File: config.mk
export PLATFORM = sky130hd
export DESIGN_NAME = video_timing_sink
export DESIGN_NICKNAME = d
export VERILOG_FILES = /design/src/rtl/video_timing_sink.sv
export SDC_FILE = /design/constraint.sdc
export NUM_CORES = 1
export LEC_CHECK = 0
export BUFFER_PORTS_ARGS = -buffer_cell sky130_fd_sc_hd__buf_4
export CORE_MARGIN = 4
export CORE_UTILIZATION = 35
export DETAILED_ROUTE_END_ITERATION = 10
export MAX_ROUTING_LAYER = met4
export PLACE_DENSITY_LB_ADDON = 0.3
export SYNTH_ARGS = -nofsm -noshare
export SYNTH_HDL_FRONTEND = slang
export SYNTH_SLANG_ARGS = --single-unit
File: constraint.sdc
create_clock -name clk -period 8.35 [get_ports clk]
set_clock_uncertainty 0.2 [all_clocks]
set_input_delay 0.4175 -clock clk [delete_from_list [all_inputs] [get_ports clk]]
set_output_delay 0.4175 -clock clk [all_outputs]
set_load 0.01 [all_outputs]
File: src/rtl/video_timing_sink.sv
// video_timing_sink
// Receive-side timing monitor for a raw hsync/vsync/DrawArea/RGB stream.
// Recovers the active-pixel coordinate, measures line and frame geometry,
// locks once consecutive frames agree, flags any later deviation and
// captures the colour seen at a programmable probe coordinate.
module video_timing_sink #(
    parameter int CW          = 12,
    parameter bit HS_POL      = 1'b1,
    parameter bit VS_POL      = 1'b1,
    parameter int LOCK_FRAMES = 2
) (
    input  logic          clk,
    input  logic          rst_n,
    input  logic          hsync_i,
    input  logic          vsync_i,
    input  logic          de_i,
    input  logic [7:0]    red_i,
    input  logic [7:0]    green_i,
    input  logic [7:0]    blue_i,
    input  logic [CW-1:0] probe_x_i,
    input  logic [CW-1:0] probe_y_i,
    output logic [CW-1:0] rx_x_o,
    output logic [CW-1:0] rx_y_o,
    output logic          rx_valid_o,
    output logic [CW-1:0] h_total_o,
    output logic [CW-1:0] h_active_o,
    output logic [CW-1:0] v_total_o,
    output logic [CW-1:0] v_active_o,
    output logic          frame_done_o,
    output logic          locked_o,
    output logic          timing_err_o,
    output logic [23:0]   probe_rgb_o,
    output logic          probe_valid_o
);

    localparam logic [CW-1:0] CNT_ZERO  = {CW{1'b0}};
    localparam logic [CW-1:0] CNT_ONE   = {{(CW-1){1'b0}}, 1'b1};
    localparam logic [CW-1:0] CNT_MAX   = {CW{1'b1}};
    localparam logic [3:0]    MATCH_MAX = 4'd15;
    localparam logic [3:0]    LOCK_TH   = 4'(LOCK_FRAMES);

    typedef enum logic [1:0] {
        ST_SEARCH  = 2'd0,
        ST_MEASURE = 2'd1,
        ST_CHECK   = 2'd2
    } state_t;

    // Counter increment that sticks at all-ones instead of wrapping.
    function automatic logic [CW-1:0] sat_inc(input logic [CW-1:0] v);
        logic [CW-1:0] r;
        if (v == CNT_MAX) begin
            r = v;
        end else begin
            r = v + CNT_ONE;
        end
        return r;
    endfunction

    // Normalised syncs and edge detection
    logic          hs_s, vs_s;
    logic          hs_q_r, vs_q_r, de_q_r;
    logic          hs_rise_s, vs_rise_s, de_fall_s;

    // Horizontal / vertical measurement
    logic [CW-1:0] hcnt_r, line_len_r, de_cnt_r, h_act_r;
    logic [CW-1:0] lcnt_r, act_lines_r;
    logic          have_len_r;
    logic [CW-1:0] line_now_s;
    logic          len_err_s, ovf_s;

    // Values that a publish at this cycle would latch
    logic [CW-1:0] pub_htot_s, pub_hact_s, pub_vtot_s, pub_vact_s;
    logic          tuple_eq_s;

    // Lock FSM
    state_t        state_r, state_nxt_s;
    logic [3:0]    match_r, match_nxt_s;
    logic          publish_s, mismatch_s, locked_nxt_s;

    // Probe
    logic [23:0]   rgb_r;
    logic          probe_hit_s;

    // Syncs are folded to active-high so the rest of the block is polarity-agnostic.
    assign hs_s      = hsync_i ~^ HS_POL;
    assign vs_s      = vsync_i ~^ VS_POL;
    assign hs_rise_s = hs_s & ~hs_q_r;
    assign vs_rise_s = vs_s & ~vs_q_r;
    assign de_fall_s = ~de_i & de_q_r;

    assign line_now_s = sat_inc(hcnt_r);
    assign len_err_s  = hs_rise_s & have_len_r & (line_now_s != line_len_r);
    assign ovf_s      = (hcnt_r == CNT_MAX) | (lcnt_r == CNT_MAX);

    // A line or active run that ends on the vsync edge itself still belongs
    // to the frame being published, so bypass the registered copies then.
    assign pub_htot_s = hs_rise_s ? line_now_s        : line_len_r;
    assign pub_hact_s = de_fall_s ? de_cnt_r          : h_act_r;
    assign pub_vtot_s = hs_rise_s ? sat_inc(lcnt_r)   : lcnt_r;
    assign pub_vact_s = de_fall_s ? sat_inc(act_lines_r) : act_lines_r;

    assign tuple_eq_s = (pub_htot_s == h_total_o) & (pub_hact_s == h_active_o) &
                        (pub_vtot_s == v_total_o) & (pub_vact_s == v_active_o);

    assign probe_hit_s = rx_valid_o & (rx_x_o == probe_x_i) & (rx_y_o == probe_y_i);

    // One-cycle history of normalised syncs and DrawArea for edge detection.
    always_ff @(posedge clk or negedge rst_n) begin
        if (!rst_n) begin
            hs_q_r <= 1'b0;
            vs_q_r <= 1'b0;
            de_q_r <= 1'b0;
        end else begin
            hs_q_r <= hs_s;
            vs_q_r <= vs_s;
            de_q_r <= de_i;
        end
    end

    // Horizontal counters: line period, active run per line, last active width.
    always_ff @(posedge clk or negedge rst_n) begin
        if (!rst_n) begin
            hcnt_r     <= CNT_ZERO;
            line_len_r <= CNT_ZERO;
            de_cnt_r   <= CNT_ZERO;
            h_act_r    <= CNT_ZERO;
            have_len_r <= 1'b0;
        end else begin
            if (hs_rise_s) begin
                line_len_r <= line_now_s;
                hcnt_r     <= CNT_ZERO;
                de_cnt_r   <= de_i ? CNT_ONE : CNT_ZERO;
                have_len_r <= 1'b1;
            end else begin
                hcnt_r   <= sat_inc(hcnt_r);
                de_cnt_r <= de_i ? sat_inc(de_cnt_r) : de_cnt_r;
            end
            if (de_fall_s) begin
                h_act_r <= de_cnt_r;
            end
        end
    end

    // Vertical counters: lines and active lines since the last vsync edge.
    always_ff @(posedge clk or negedge rst_n) begin
        if (!rst_n) begin
            lcnt_r      <= CNT_ZERO;
            act_lines_r <= CNT_ZERO;
        end else begin
            if (vs_rise_s) begin
                lcnt_r      <= CNT_ZERO;
                act_lines_r <= CNT_ZERO;
            end else begin
                lcnt_r      <= hs_rise_s ? sat_inc(lcnt_r) : lcnt_r;
                act_lines_r <= de_fall_s ? sat_inc(act_lines_r) : act_lines_r;
            end
        end
    end

    // Recovered coordinate of the pixel presented one cycle earlier.
    always_ff @(posedge clk or negedge rst_n) begin
        if (!rst_n) begin
            rx_valid_o <= 1'b0;
            rx_x_o     <= CNT_ZERO;
            rx_y_o     <= CNT_ZERO;
            rgb_r      <= 24'h00_0000;
        end else begin
            rx_valid_o <= de_i;
            rgb_r      <= {red_i, green_i, blue_i};
            if (de_i && de_q_r) begin
                rx_x_o <= sat_inc(rx_x_o);
            end else begin
                rx_x_o <= CNT_ZERO;
            end
            if (vs_rise_s) begin
                rx_y_o <= CNT_ZERO;
            end else if (de_fall_s) begin
                rx_y_o <= sat_inc(rx_y_o);
            end
        end
    end

    // Probe capture; validity lasts until the next frame begins.
    always_ff @(posedge clk or negedge rst_n) begin
        if (!rst_n) begin
            probe_rgb_o   <= 24'h00_0000;
            probe_valid_o <= 1'b0;
        end else if (probe_hit_s) begin
            probe_rgb_o   <= rgb_r;
            probe_valid_o <= 1'b1;
        end else if (vs_rise_s) begin
            probe_valid_o <= 1'b0;
        end
    end

    // Lock FSM state and frame-match counter.
    always_ff @(posedge clk or negedge rst_n) begin
        if (!rst_n) begin
            state_r <= ST_SEARCH;
            match_r <= 4'd0;
        end else begin
            state_r <= state_nxt_s;
            match_r <= match_nxt_s;
        end
    end

    // Lock FSM next state: overflow always wins, otherwise act on vsync edges.
    always_comb begin
        state_nxt_s = state_r;
        match_nxt_s = match_r;
        publish_s   = 1'b0;
        mismatch_s  = 1'b0;
        if (ovf_s) begin
            state_nxt_s = ST_SEARCH;
            match_nxt_s = 4'd0;
        end else if (vs_rise_s) begin
            case (state_r)
                ST_SEARCH: begin
                    state_nxt_s = ST_MEASURE;
                    match_nxt_s = 4'd0;
                end
                ST_MEASURE: begin
                    state_nxt_s = ST_CHECK;
                    match_nxt_s = 4'd1;
                    publish_s   = 1'b1;
                end
                ST_CHECK: begin
                    publish_s = 1'b1;
                    if (tuple_eq_s) begin
                        if (match_r == MATCH_MAX) begin
                            match_nxt_s = MATCH_MAX;
                        end else begin
                            match_nxt_s = match_r + 4'd1;
                        end
                    end else begin
                        match_nxt_s = 4'd1;
                        mismatch_s  = 1'b1;
                    end
                end
                default: begin
                    state_nxt_s = ST_SEARCH;
                    match_nxt_s = 4'd0;
                end
            endcase
        end else begin
            state_nxt_s = state_r;
            match_nxt_s = match_r;
        end
    end

    assign locked_nxt_s = (state_nxt_s == ST_CHECK) && (match_nxt_s >= LOCK_TH);

    // Published measurements, publish strobe and lock indication.
    always_ff @(posedge clk or negedge rst_n) begin
        if (!rst_n) begin
            h_total_o    <= CNT_ZERO;
            h_active_o   <= CNT_ZERO;
            v_total_o    <= CNT_ZERO;
            v_active_o   <= CNT_ZERO;
            frame_done_o <= 1'b0;
            locked_o     <= 1'b0;
        end else begin
            if (publish_s) begin
                h_total_o  <= pub_htot_s;
                h_active_o <= pub_hact_s;
                v_total_o  <= pub_vtot_s;
                v_active_o <= pub_vact_s;
            end
            frame_done_o <= publish_s;
            locked_o     <= locked_nxt_s;
        end
    end

    // Sticky error: overflow, or a frame/line deviation seen while locked.
    always_ff @(posedge clk or negedge rst_n) begin
        if (!rst_n) begin
            timing_err_o <= 1'b0;
        end else begin
            timing_err_o <= timing_err_o | ovf_s | (locked_o & (mismatch_s | len_err_s));
        end
    end

endmodule

**Word-level counts from Yosys, hierarchy flattened**

Index checks and enable logic that the tools add are counted.

- $add $sub $neg: 7
- Magnitude comparators: 1
- Eq/ne operators: 20
- Mux-type cells: 36
- Bitwise operators: 18
- Reduce and logical (&&, ||, !) cells: 9

Operators with widths:

| operator | number |
|---|---|
| 2-to-1 mux 12 bit | 18 |
| adder 12 x 1 -> 12 bit (second input constant) | 6 |
| == test 12 bit | 6 |
| == test 12 bit (second input constant) | 6 |
| 2-to-1 mux 4 bit | 4 |
| != test 12 bit | 1 |
| bitwise AND 1 bit | 11 |
| 2-to-1 mux 1 bit | 10 |
| one-hot mux 4 bit (2 select lines) | 1 |
| != test 2 bit (second input constant) | 3 |
| one-hot mux 2 bit (3 select lines) | 1 |
| nonzero test 2 bit | 3 |
| adder 4 x 1 -> 4 bit (second input constant) | 1 |
| == test 2 bit (second input constant) | 2 |
| == test 4 bit (second input constant) | 1 |
| greater-or-equal comparator 4 x 2 -> 1 bit (second input constant) | 1 |
| 2-to-1 mux 2 bit | 2 |
| OR 1 bit | 4 |
| AND reduction 2 bit | 2 |
| NOT 1 bit | 3 |
| == test 2 x 1 -> 1 bit (second input constant) | 1 |
| logical AND 1 bit | 2 |
| zero test 2 bit | 1 |
| OR reduction 2 bit | 1 |

- Register bits: 206
- Input port bits: 53

**Longest topological paths before layout**

- Word-level depth: 14
- Depth in mapped cells: 12

**Worst setup path after synthesis**

No wires, ideal clock.

- Kind: reg2reg
- From: register act_lines_r[10]
- To: register locked_o
- Arrival time: 3.053 ns
- Slack: 5.015 ns
- Stages on the path, launching flop included: 12
- Buffers on the path: 1
- Period minus slack after synthesis: 3.335 ns
- Path through: dfrtp_1 and3_4 buf_6 a2111oi_4 xnor2_1 a211oi_2 o221ai_1 or4_1 or4_4 nor4_1 o22ai_1 a31oi_1

- Cells in the longest elaborated chain, start to end: 11
- Elaborated cells on any way between the ends: 12
- Those cells by class: 1 x add/sub; 1 x order compare; 2 x eq/ne; 6 x mux; 1 x bitwise; 1 x reduce/logical

RTL lines:

| what | RTL line | RTL |
|---|---|---|
| start, declared | 66 | `logic [CW-1:0] lcnt_r, act_lines_r;` |
| start signal, assigned | 155 | `act_lines_r <= de_fall_s ? sat_inc(act_lines_r) : act_lines_r;` |
| adder 12 x 1 -> 12 bit / == test 12 bit (equally long branches) | 54, 51 |  |
| 2-to-1 mux 12 bit | n/a |  |
| 2-to-1 mux 12 bit (*) | n/a |  |
| == test 12 bit (*) | 103 | `(pub_vtot_s == v_total_o) & (pub_vact_s == v_active_o);` |
| bitwise AND 1 bit (*) | 103 |  |
| 2-to-1 mux 4 bit (*) | 229 | `if (tuple_eq_s) begin` |
| one-hot mux 4 bit (2 select lines) (*) | 217 | `case (state_r)` |
| 2-to-1 mux 4 bit (*) | 216 | `end else if (vs_rise_s) begin` |
| 2-to-1 mux 4 bit (*) | 213 | `if (ovf_s) begin` |
| greater-or-equal comparator 4 x 2 -> 1 bit (*) | 251 | `assign locked_nxt_s = (state_nxt_s == ST_CHECK) && (match_nxt_s >= LOCK_TH);` |
| logical AND 1 bit (*) | 251 |  |
| net locked_nxt_s | 78 | `logic publish_s, mismatch_s, locked_nxt_s;` |
| end signal, assigned | 270 | `locked_o <= locked_nxt_s;` |
| end, declared | 30 | `output logic locked_o,` |

Mark *: on every way through the listed nets, which the timed path passes. The rest lies on a longest branch.
A chain may end at the register's enable or synchronous reset.

**Final worst setup path**

- From: register act_lines_r[0]
- To: register locked_o

The elaborated chain is that of the path after synthesis.

==> out/summary.log <==
INFO  synth          synth-edff-count=0
INFO  min_path       tightest_hold_check_type=reg2reg
INFO  timing         worst-slew-pin-transition=1.15ns
INFO  synth          synth_warnings=0
INFO  die            placement_rows=62
INFO  critical_path  critical_path.top_delay_family=simple AND/OR/NAND/NOR gates
INFO  critical_path  crit_path_start_kind=register
INFO  timing         max_slew_margin=0.231
INFO  placed_design  placement.cell_area=11,700squm
INFO  drt            route.met2.wl=13,200um
INFO  synth          post-synth-top-area-fraction=0.505
INFO  timing         finalHoldViolations=0
INFO  drt            wirelength=28,800um
INFO  pwr            vdd.ir_drop.worst=0.137mV
INFO  die            dieArea=32,000squm
INFO  synth          ys_dominant_reg_cell=sky130_fd_sc_hd__dfrtp_1
INFO  die            die_x=179um
INFO  placed_design  place_hpwl=20,200um
INFO  global_route   antenna_found_initial=0
INFO  drt            drt_iter0_drc=563
INFO  timing         maxSlewViolCount=0
INFO  drt            drt_drc_violations_left=0
INFO  outcome        outcome=completed
INFO  finish         layout.nets=1,291
INFO  critical_path  rr_worst_depth=11
INFO  die            floorplan.die.height=179um
INFO  finish         utilization=0.447
INFO  pwr            power.share.sequential=0.424
INFO  critical_path  critPathArrivalTime=4.23ns
INFO  synth          synth-seq-cells=206
INFO  global_route   first_global_vias=8,395
INFO  cts            clock_pin_transition_on_the_worst_setup_and_hold_timing_paths=0.06ns
INFO  global_route   grt_start_max_net_pins=137
INFO  pwr            p_sw=0.000874W
INFO  cts            sinks_on_clock_net=206
INFO  global_route   grt_usage=0.185
INFO  synth          synth.yosys.seq_area_share=0.505
INFO  finish         antennaDiodeCount=0
INFO  drt            final_antenna_net_count=0
INFO  cts            cts-root-buf=sky130_fd_sc_hd__clkbuf_16
INFO  timing         rsz0062_at_grt=no
INFO  finish         areaGrowthSynthToFinish=25.7%
INFO  synth          mappedNetlistNets=1,121
INFO  drt            average_wire_length_per_cell_after_detail_routing=17.6um
INFO  drt            met1Wirelength=12,400um
INFO  cts            cts_setup_buffers=0
INFO  cts            cts_max_level=1
INFO  global_route   grt_remaining_overflow=0
INFO  die            boundaryPins=154
INFO  timing         layout_worst_path_cycle_share=0.476
INFO  synth          synth_largest_area_cell=sky130_fd_sc_hd__dfrtp_1
INFO  timing         timing.setup.tns=0ns
INFO  critical_path  cpPeakStageDelay=0.57ns
INFO  critical_path  crit_path_top_delay_cell=sky130_fd_sc_hd__or4_1
INFO  cts            cts_tree=done
INFO  timing         fmaxAchievable=0.252GHz
INFO  drt            first_pass_iters=7
INFO  pwr            power_report.internal_total=0.00194W
INFO  synth          synthCells=1,058
INFO  cts            clock_insertion_delay_worst_skew=0.54ns
INFO  placed_design  place_congestion=0.930
INFO  finish         fin_area=12,800squm
INFO  min_path       holdPathStages=1
INFO  drt            met3WireLength=2120um
INFO  cts            clockBufferDepth=3
INFO  synth          synth_area_leaders=sky130_fd_sc_hd__dfrtp_1, sky130_fd_sc_hd__nand2_1, sky130_fd_sc_hd__xor2_1
INFO  pwr            share_clk_of_total_power=0.378
INFO  drt            highest_layer=met4
INFO  finish         drive_above_1_share=0.197
INFO  flow_run       number_of_max_cap_violations=0
INFO  cts            cts_buf_count=25
INFO  synth          synth.lib_cells_used.distinct=65
INFO  die            core_area=28,700squm
INFO  pwr            power.switching_fraction=0.310
INFO  drt            via_count=8,468
INFO  placed_design  io_buffers=153
INFO  critical_path  critPathKind=reg2reg
INFO  die            start_util=0.356
INFO  synth          synthesis.area_per_instance=9.65squm
INFO  synth          mappedNetlistArea=10,200squm
INFO  pwr            power_density=220nW/um^2
INFO  timing         setup_viol=0
INFO  critical_path  critPathRequiredTime=8.60ns
INFO  drt            vias_per_instance=5.20
INFO  pwr            power.combinational.fraction=0.199
INFO  synth          synthArstFlopShare=1.00
INFO  critical_path  critical_path_peak_fanout=11
INFO  global_route   global_route_wire_length_before_repair=46,300um
INFO  critical_path  cp_num_buf_inv=0
INFO  pwr            total_leakage_power=5.98nW
INFO  critical_path  critPathCaptureType=register
INFO  timing         layout_min_cycle_time=3.97ns
INFO  critical_path  worstPathCellList=ha_1, nand3_1, a2111oi_4, xnor2_1, a211oi_2, o221ai_1, or4_1, or4_4, nor4_1, o22ai_1, a31oi_1
INFO  critical_path  cp.depth=11
INFO  finish         num-fill-cells=2,795
## cell type report
cell class	count	area, sq um	share of cell area
Sequential cell	206	5150	0.402
Multi-Input combinational cell	780	4790	0.373
Timing Repair Buffer	190	1500	0.117
Clock buffer	33	696	0.0542
Tap cell	384	480	0.0374
Clock inverter	12	113	0.00878
Inverter	25	93.8	0.00731
## routing by layer
layer  vias up  track usage
met1      4107        0.242
met4         0       0.0566
met2       240        0.285
met3        64       0.0479
met5         -            -
li1       4057            -
## power by group through the flow
stage | Clock (W) | Combinational (W) | Sequential, W
after CTS | 0.00109 | 0.000567 | 0.00120
after global placement | 0 | 0.000548 | 0.00121
final | 0.00107 | 0.000560 | 0.00119
after detailed placement | 0 | 0.000554 | 0.00121
after floorplan | 0 | 0.000326 | 0.00119
after global routing | 0.00113 | 0.000629 | 0.00121
## sequential cells by signal (all words and copies together), names as in the netlist, 2 cells and up
register	flops
probe_rgb_o	24
match_r	4
de_cnt_r	12
h_active_o	12
rgb_r	24
h_act_r	12
act_lines_r	12
hcnt_r	12
state_r	2
v_active_o	12
line_len_r	12
rx_y_o	12
v_total_o	12
rx_x_o	12
lcnt_r	12
h_total_o	12
## cell families (layout without fill, tap and decap cells)
logic type               count (synthesis)  after routing  synth area share
multiplexers                            37             37            0.0396
flip-flops                             206            206             0.505
buffers and inverters                   72            260            0.0283
adder cells (fa/ha/maj)                 10             10            0.0123
AND/OR/NAND/NOR                        450            450             0.212
XOR/XNOR                               109            109            0.0935
AO/OA/AOI/OAI                          174            174             0.110
## Yosys cell counts, drive strengths merged (4+ instances only)
library cell / instances
mux2: 27
and3: 15
a31o: 5
dfrtp: 206
and4b: 5
o221ai: 4
and4: 6
nor4: 23
or3: 7
nor2: 97
a21o: 8
nand4: 25
o211ai: 5
nand2: 157
a211oi: 6
o31ai: 5
nor3: 30
o22ai: 4
a31oi: 10
clkbuf: 37
nand4b: 4
mux2i: 10
o21ai: 74
nand3: 50
nand2b: 7
xor2: 65
a21oi: 23
inv: 25
buf: 10
ha: 10
xnor2: 44
nor2b: 9
## layout by cell type, fill, tap and decap left out, drive strengths merged, types with 15 or more instances in the layout
cell and n:
dfrtp 206, buf 162, nand2 157, nor2 97, o21ai 74, xor2 65
nand3 50, xnor2 44, clkbuf 33, nor3 30, dlygate4sd3 28, inv 28
mux2 27, nand4 25, a21oi 23, nor4 23, and3 15
## through the flow
step	total power [W]	instances	worst slack, ns	hold slack [ns]
floorplan	0.00152	1058	5.01	-0.0781
global placement	0.00176	1557	4.42	0.257
detailed placement	0.00177	1557	4.38	0.263
CTS	0.00285	1630	4.38	0.273
global route	0.00297	1630	4.02	0.286
finish	0.00282	1630	4.38	0.273
## what timing repair did
action                    CTS  global route
resized for setup           0             0
hold endpoints to repair  164             0
hold buffers               28             0
## worst paths after layout
kind	endpoint	from	slack, ns
max in group asynchronous	rgb_r[12]	rst_n	5.99
min in group asynchronous	line_len_r[11]	rst_n	0.42
setup reg to reg	locked_o	act_lines_r[0]	4.38
setup / recovery	locked_o	act_lines_r[0]	4.38
hold / removal	probe_rgb_o[6]	rgb_r[6]	0.27
hold reg to reg	probe_rgb_o[6]	rgb_r[6]	0.27
Power figures use the tool's default switching activity.
